===== config.mk =====
export PLATFORM = sky130hd
export DESIGN_NAME = ddr3_cmd_responder
export DESIGN_NICKNAME = d
export VERILOG_FILES = /design/src/rtl/ddr3_cmd_responder.sv
export SDC_FILE = /design/constraint.sdc
export NUM_CORES = 2
export LEC_CHECK = 0
export ABC_AREA = 1
export BUFFER_PORTS_ARGS = -buffer_cell sky130_fd_sc_hd__clkbuf_2
export CAP_MARGIN = 5
export CORE_MARGIN = 2
export CORE_UTILIZATION = 40
export CTS_BUF_LIST = sky130_fd_sc_hd__clkbuf_4 sky130_fd_sc_hd__clkbuf_8
export DETAILED_ROUTE_END_ITERATION = 7
export GPL_ROUTABILITY_DRIVEN = 0
export MAX_ROUTING_LAYER = met4
export PLACE_DENSITY = 0.57
export SLEW_MARGIN = 20
export SYNTH_ARGS = -nofsm -noshare
export SYNTH_HDL_FRONTEND = slang
export SYNTH_SLANG_ARGS = --single-unit

===== constraint.sdc =====
create_clock -name clk -period 3.9 [get_ports clk]
set_input_delay 0.195 -clock clk [delete_from_list [all_inputs] [get_ports clk]]
set_output_delay 0.195 -clock clk [all_outputs]
set_load 0.1 [all_outputs]

===== src/rtl/ddr3_cmd_responder.sv =====
// ddr3_cmd_responder: DDR3 command responder with 256-byte store. Ports: clk, RESET_SM_button (async high), CS/RAS/CAS/WE (active-low cmd), Addr_in, BA_in, DQ_in, LDM in; DQ_out, DQ_oe, LDQS_out, bank_open, cmd_err, state out.
module ddr3_cmd_responder #(
  parameter int CL = 6,
  parameter int CWL = 5,
  parameter int TRCD = 4,
  parameter int TRFC = 52
) (
  input  logic        clk,
  input  logic        RESET_SM_button,
  input  logic        CS,
  input  logic        RAS,
  input  logic        CAS,
  input  logic        WE,
  input  logic [14:0] Addr_in,
  input  logic [2:0]  BA_in,
  input  logic [7:0]  DQ_in,
  input  logic        LDM,
  output logic [7:0]  DQ_out,
  output logic        DQ_oe,
  output logic        LDQS_out,
  output logic [7:0]  bank_open,
  output logic        cmd_err,
  output logic [2:0]  state
);
  typedef enum logic [2:0] {IDLE, WR_WAIT, WR_BURST, RD_WAIT, RD_BURST, REFRESH} state_t;
  localparam logic [3:0] C_ACT = 4'b0011, C_WR = 4'b0100, C_RD = 4'b0101, C_PRE = 4'b0010,
                         C_REF = 4'b0001, C_NOP = 4'b0111;
  localparam logic [7:0] CL8 = 8'(CL), CWL8 = 8'(CWL), TRCD8 = 8'(TRCD), TRFC8 = 8'(TRFC);
  state_t      st;
  logic [7:0]  mem [256];
  logic [7:0]  cnt, trcd_cnt;
  logic [2:0]  beat, b_ba;
  logic [1:0]  b_col;
  logic        b_bl8, b_ap;
  logic [3:0]  cmd;
  logic        nop, last;
  logic [7:0]  idx;
  assign cmd   = {CS, RAS, CAS, WE};
  assign nop   = CS || cmd == C_NOP;
  assign last  = beat == (b_bl8 ? 3'd7 : 3'd3);
  assign idx   = {b_ba, b_col, beat};
  assign state = st;
  // Memory has no reset; stores only happen in WR_BURST, which reset leaves immediately.
  always_ff @(posedge clk)
    if (st == WR_BURST && !LDM) mem[idx] <= DQ_in;
  always_ff @(posedge clk or posedge RESET_SM_button)
    if (RESET_SM_button) begin
      st        <= IDLE;
      bank_open <= '0;
      DQ_out    <= '0;
      DQ_oe     <= 1'b0;
      LDQS_out  <= 1'b0;
      cmd_err   <= 1'b0;
      cnt       <= '0;
      trcd_cnt  <= '0;
      beat      <= '0;
      b_ba      <= '0;
      b_col     <= '0;
      b_bl8     <= 1'b0;
      b_ap      <= 1'b0;
    end else begin
      cmd_err  <= st != IDLE && !nop;
      DQ_oe    <= 1'b0;
      DQ_out   <= '0;
      LDQS_out <= 1'b0;
      if (trcd_cnt != TRCD8) trcd_cnt <= trcd_cnt + 8'd1;
      case (st)
        IDLE:
          if (!nop) begin
            if (cmd == C_ACT) begin
              if (bank_open[BA_in]) cmd_err <= 1'b1;
              else begin
                bank_open[BA_in] <= 1'b1;
                trcd_cnt         <= '0;
              end
            end else if (cmd == C_WR || cmd == C_RD) begin
              // trcd_cnt lags the elapsed cycle count by one, hence the +1.
              if (!bank_open[BA_in] || trcd_cnt + 8'd1 < TRCD8) cmd_err <= 1'b1;
              else begin
                st    <= cmd == C_WR ? WR_WAIT : RD_WAIT;
                cnt   <= 8'd1;
                b_ba  <= BA_in;
                b_col <= Addr_in[4:3];
                b_bl8 <= Addr_in[12];
                b_ap  <= Addr_in[10];
              end
            end else if (cmd == C_PRE) begin
              if (Addr_in[10]) bank_open <= '0;
              else bank_open[BA_in] <= 1'b0;
            end else if (cmd == C_REF) begin
              if (|bank_open) cmd_err <= 1'b1;
              else begin
                st  <= REFRESH;
                cnt <= 8'd1;
              end
            end
          end
        WR_WAIT, RD_WAIT:
          if (cnt == (st == WR_WAIT ? CWL8 : CL8) - 8'd1) begin
            st   <= st == WR_WAIT ? WR_BURST : RD_BURST;
            beat <= '0;
          end else cnt <= cnt + 8'd1;
        WR_BURST, RD_BURST: begin
          if (st == RD_BURST) begin
            DQ_oe    <= 1'b1;
            DQ_out   <= mem[idx];
            LDQS_out <= ~beat[0];
          end
          if (last) begin
            st <= IDLE;
            if (b_ap) bank_open[b_ba] <= 1'b0;
          end else beat <= beat + 3'd1;
        end
        REFRESH:
          if (cnt == TRFC8) st <= IDLE;
          else cnt <= cnt + 8'd1;
        default: st <= IDLE;
      endcase
    end
endmodule


# [Yosys cells after proc, flatten, opt, wreduce, memory -nomap -nowiden]
# Memories as Yosys holds them, arrays and structs flattened.
# Cells that the tools add are included.
[classes] add_sub_neg=4 n_mul=0 n_div=0 order_cmp=5 n_eq_ne=31 shift=0 n_mux=65 bitwise_logic=9 reduce_logical=23
[ops] cell="$mux W8" count=24
[ops] cell="$mux W3" count=14
[ops] cell="$pmux W8 S3" count=1
[ops] cell="$ne A3 B3 Y1 const B" count=7
[ops] cell="$mux W1" count=18
[ops] cell="$ne A2 B2 Y1 const B" count=9
[ops] cell="$reduce_and A9 Y1" count=2
[ops] cell="$add A8 B1 Y8 const B" count=2
[ops] cell="$and A8 B8 Y8" count=2
[ops] cell="$not A8 Y8" count=2
[ops] cell="$pmux W8 S2" count=1
[ops] cell="$eq A4 B3 Y1 const B" count=3
[ops] cell="$pmux W3 S4" count=1
[ops] cell="$eq A4 B2 Y1 const B" count=2
[ops] cell="$eq A8 B6 Y1 const B" count=1
[ops] cell="$eq A8 B8 Y1" count=1
[ops] cell="$lt A3 B4 Y1 const B" count=2
[ops] cell="$lt A8 B3 Y1 const B" count=1
[ops] cell="$ne A8 B3 Y1 const B" count=1
[ops] cell="$or A8 B8 Y8" count=1
[ops] cell="$reduce_or A8 Y1" count=1
[ops] cell="$reduce_and A7 Y1" count=1
[ops] cell="$demux W1 S3" count=2
[ops] cell="$eq A3 B2 Y1 const B" count=2
[ops] cell="20 further kinds" count=36
[totals] register_bits=48 latchBits=0 ramBits=2048 mem_bits_ro=0 in_bits=33 out_inout_bits=22 elab_cells=151 n_memories=1
[memory_table] name="mem" words=256 width=8 rd=1 rd_ports_with_merged_regs=0 write_ports=1 line="30" source="logic [7:0] mem [256];"

# [Depth between registers and ports, before layout]
[depth] depth_word=12 depth_mapped=18 mapped_depth_nobuf=15

# [Worst setup path after synthesis]
# OpenSTA, ideal clock, no wires.
[synth_path] path_kind="register -> register" startpoint="reg st[1], in the netlist state[1]" endpoint="mem mem[10][0] (enable)" t_arrival_ps=2475 required_time_ps=3530 setup_slack_ps=1054 path_stages_with_launch=8 n_path_buf=1 synth_period_minus_slack_ps=2846 cell_sequence="dfrtp_1 -> nand3_1 -> nor2_1 -> inv_1 -> nor2_1 -> nand2_1 -> clkbuf_1 -> nor2_1"
[synth_between] elab_chain_cells=4
[synth_lines] element="start, declared" line="29" source="state_t st;"
[synth_lines] element="start signal, assigned" line="80" source="st <= cmd == C_WR ? WR_WAIT : RD_WAIT;"
[synth_lines] element="start signal, assigned" line="100" source="st <= st == WR_WAIT ? WR_BURST : RD_BURST;"
[synth_lines] element="$eq A3 B2 Y1" line="45" source="if (st == WR_BURST && !LDM) mem[idx] <= DQ_in;"
[synth_lines] element="$logic_and A1 B1 Y1" line="45"
[synth_lines] element="$mux W1" line="45"
[synth_lines] element="$mux W1 (not written as such)" line="45"
[synth_lines] element="end, declared" line="30"
# No other way between the ends.

# [Worst setup path in the final report]
[layout_path] startpoint="reg b_col[0]" endpoint="mem mem[172][2] (enable)"
[layout_lines] element="start, declared" line="33" source="logic [1:0] b_col;"
[layout_lines] element="start signal, assigned" line="83" source="b_col <= Addr_in[4:3];"
# No word-level cell before the write port.

==> summary.txt <==
Cell Rows - 174
Peak VDD IR - 504 uV
Ys Warns - 0
Post-synth top flop - edfxtp_1
Final Power - 62.4 mW
Die Y - 480 um
FILL cells - 21200
Syn Nets - 9147
pin count of the biggest net entering global routing - 210
port buffer count - 43
top-count cell post-synth - nand2_1
P per Cell Area - 607 nW/um^2
P&R area growth vs syn - 13.3%
via count - 61900
Crit path arrival time - 4040 ps
number of synthesized flops with an enable pin - 2048
post-DP HPWL - 142000 um
total grt overflow - 0
Clock transition at path regs - 60 ps
CP Cell Sequence - nand2_1 -> inv_4 -> buf_4 -> nand3_1 -> nor2_1 -> buf_4
Core Region - 225000 um^2
CP dominant cell by count - buf_4
cell family with most CP delay - buffers and inverters
P_leak - 42.5 nW
Final ANT Viol Nets - 0
drt initial violations - 5446
Yosys top cell area share - 67.9%
ratio of cells with drive above 1 in the final layout - 9.24%
wire length per cell - 19.3 um
vias in the first global route - 59800
maximum net fanout on the critical path - 58
H-tree Lvls - 5
fin nets - 9427
Detailed Routing Iterations Pass 1 - 6
Crit path buffers/inverters - 3
Ports - 55
Setup CP Type - flip-flop to flip-flop
largest area contributor in the netlist - edfxtp_1
setup total negative slack - 0 ps
Root Driver - clkbuf_8
Max Slew Vio Count - 0
Avg Cell Area, Syn - 9.95 um^2
Hold/Removal Path Class - input pin to flip-flop
Slew headroom - 23.5%
clock buffer count from CTS - 359
top cells by count, synth - nand2_1 (3747), edfxtp_1 (2048), nor2_1 (1004), inv_1 (947), nand3_1 (439)
Die Area - 230000 um^2
CTS sink cnt - 2096
crit share post-route - 84.9%
final wirelength - 244000 um
minimum clock period - 3310 ps
CTS tree - built
GRT Util Overall - 21.5%
worst hold slack - 152 ps
Final Util - 45.6%
DRC violations left - 0
flops & latches, synth - 2096
initial antenna violation count - 9
Synth Instances - 9106
largest cells by area after synthesis - edfxtp_1 (68%), nand2_1 (16%), nor2_1 (4.2%), inv_1 (3.9%), nand3_1 (2.4%)
Slowest cell on crit path - inv_4
max incr delay on CP - 700 ps
clock latency at the later pin of the worst-skew pair - 1030 ps
max-cap violations - 0
final hold viol count - 0
Post-synth ARST share - 2.29%
Yosys cell types - 34
unrepaired setup endpoints after global routing - no
vias per cell - 4.89
status - complete, no violations
Critical Path End Type - flip-flop
clock tree buffer depth - 4
Die Span X - 480 um
Fmax - 0.302 GHz
Cell Area, Synth - 90600 um^2
clock skew - 41.0 ps
register area share after synthesis - 69.2%
CP startpoint kind - flip-flop
first-pass GRT wire length - 367000 um
starting density of the core - 40.3%
slew of the pin with the lowest slew margin - 1150 ps
Final Setup Violations - 0
Crit path required time - 4630 ps
==> per-layer routing <==
| layer | wire length, um | track usage, % | vias up |
|---|---|---|---|
| li1 | - | - | 29800 |
| met1 | 107000 | 29.1 | 29600 |
| met2 | 115000 | 33.8 | 2001 |
| met3 | 15500 | 3.01 | 442 |
| met4 | 6380 | 6.63 | 0 |
| met5 | 0 | - | - |
==> worst reg2reg max path: stages, from the launching register on <==
cell and delay [ps]:
dfrtp_1 520, nand2_1 210, inv_4 700, buf_4 590, nand3_1 510, nor2_1 270, buf_4 210
==> worst paths after layout <==
path,from,end,slack (ps),cells past startpoint
hold / removal,Addr_in[10],b_ap,150,4
hold reg to reg,cnt[3],cnt[3],490,2
min in group asynchronous,RESET_SM_button,trcd_cnt[2],360,4
max in group asynchronous,RESET_SM_button,beat[0],2740,5
setup / recovery,b_col[0],mem[172][2],590,6
setup reg to reg,b_col[0],mem[172][2],590,6
==> report_power, final <==
| group | switching, mW | internal, mW | total, mW |
|---|---|---|---|
| clock | 8.78 | 10.7 | 19.5 |
| sequential | 0.238 | 24.9 | 25.1 |
| combinational | 13.1 | 4.70 | 17.8 |
| total | 22.1 | 40.3 | 62.4 |
==> sequential cells by signal, summed over array words and instances, names as in the netlist, 2 cells and up <==
register / flops
beat: 3
b_ba: 3
trcd_cnt: 8
cnt: 8
b_col: 2
state: 3
mem: 2048
bank_open: 8
DQ_out: 8
==> cell usage in the layout, fill, tap and decap left out, types with 3 or more instances in the layout <==
cell type,netlist,routed
ha_1,8,8
clkbuf_8,0,373
buf_12,0,47
buf_8,0,8
bufinv_16,0,11
clkinvlp_4,0,3
inv_1,947,944
a211oi_1,7,7
o21ai_0,229,229
diode_2,0,11
nand4_1,3,3
buf_4,24,234
o21ai_1,119,119
clkbuf_2,0,35
nor3_1,12,12
o22ai_1,4,4
a21oi_1,17,17
clkinv_2,0,34
a221oi_1,4,4
nand2_2,1,11
nand3b_1,3,3
clkinv_1,5,82
xor2_1,5,5
edfxtp_1,2048,2048
nand2_1,3747,3737
dfrtp_1,48,46
clkbuf_4,0,120
dlygate4sd3_1,0,37
nand3_1,439,439
nor2_1,1004,1002
==> metrics by stage <==
step,instance area [um^2],setup WS [ps],instances
3_5_place_dp,95400,628,12000
3_3_place_gp,95400,702,12000
2_1_floorplan,90600,1050,9106
6_report,103000,588,12600
4_1_cts,103000,590,12600
5_1_grt,103000,420,12600
==> layout make-up <==
type | count | area (um^2) | share of cell area [%]
antenna | 11 | 27.5 | 0.0268
clock buffer | 493 | 6030 | 5.88
clock inverter | 128 | 833 | 0.812
inverter | 954 | 3600 | 3.51
multi-input combinational | 5614 | 22400 | 21.8
sequential | 2096 | 62700 | 61.1
tap | 2992 | 3740 | 3.65
timing repair buffer | 361 | 3360 | 3.28
==> what timing repair did <==
action                     CTS  global route
hold buffers                37             0
setup buffers                0             0
hold endpoints to repair  1639             0
resized for setup            0             0
==> cell families after synthesis <==
logic type,after synthesis,share of synthesized area [%]
simple gates,5217,22.3
flops,2096,69.2
buf+inv,1396,6.18
compound gates,383,2.16
fa+ha+maj,8,0.110
xor+xnor,6,0.0580
Power figures use the tool's default switching activity.
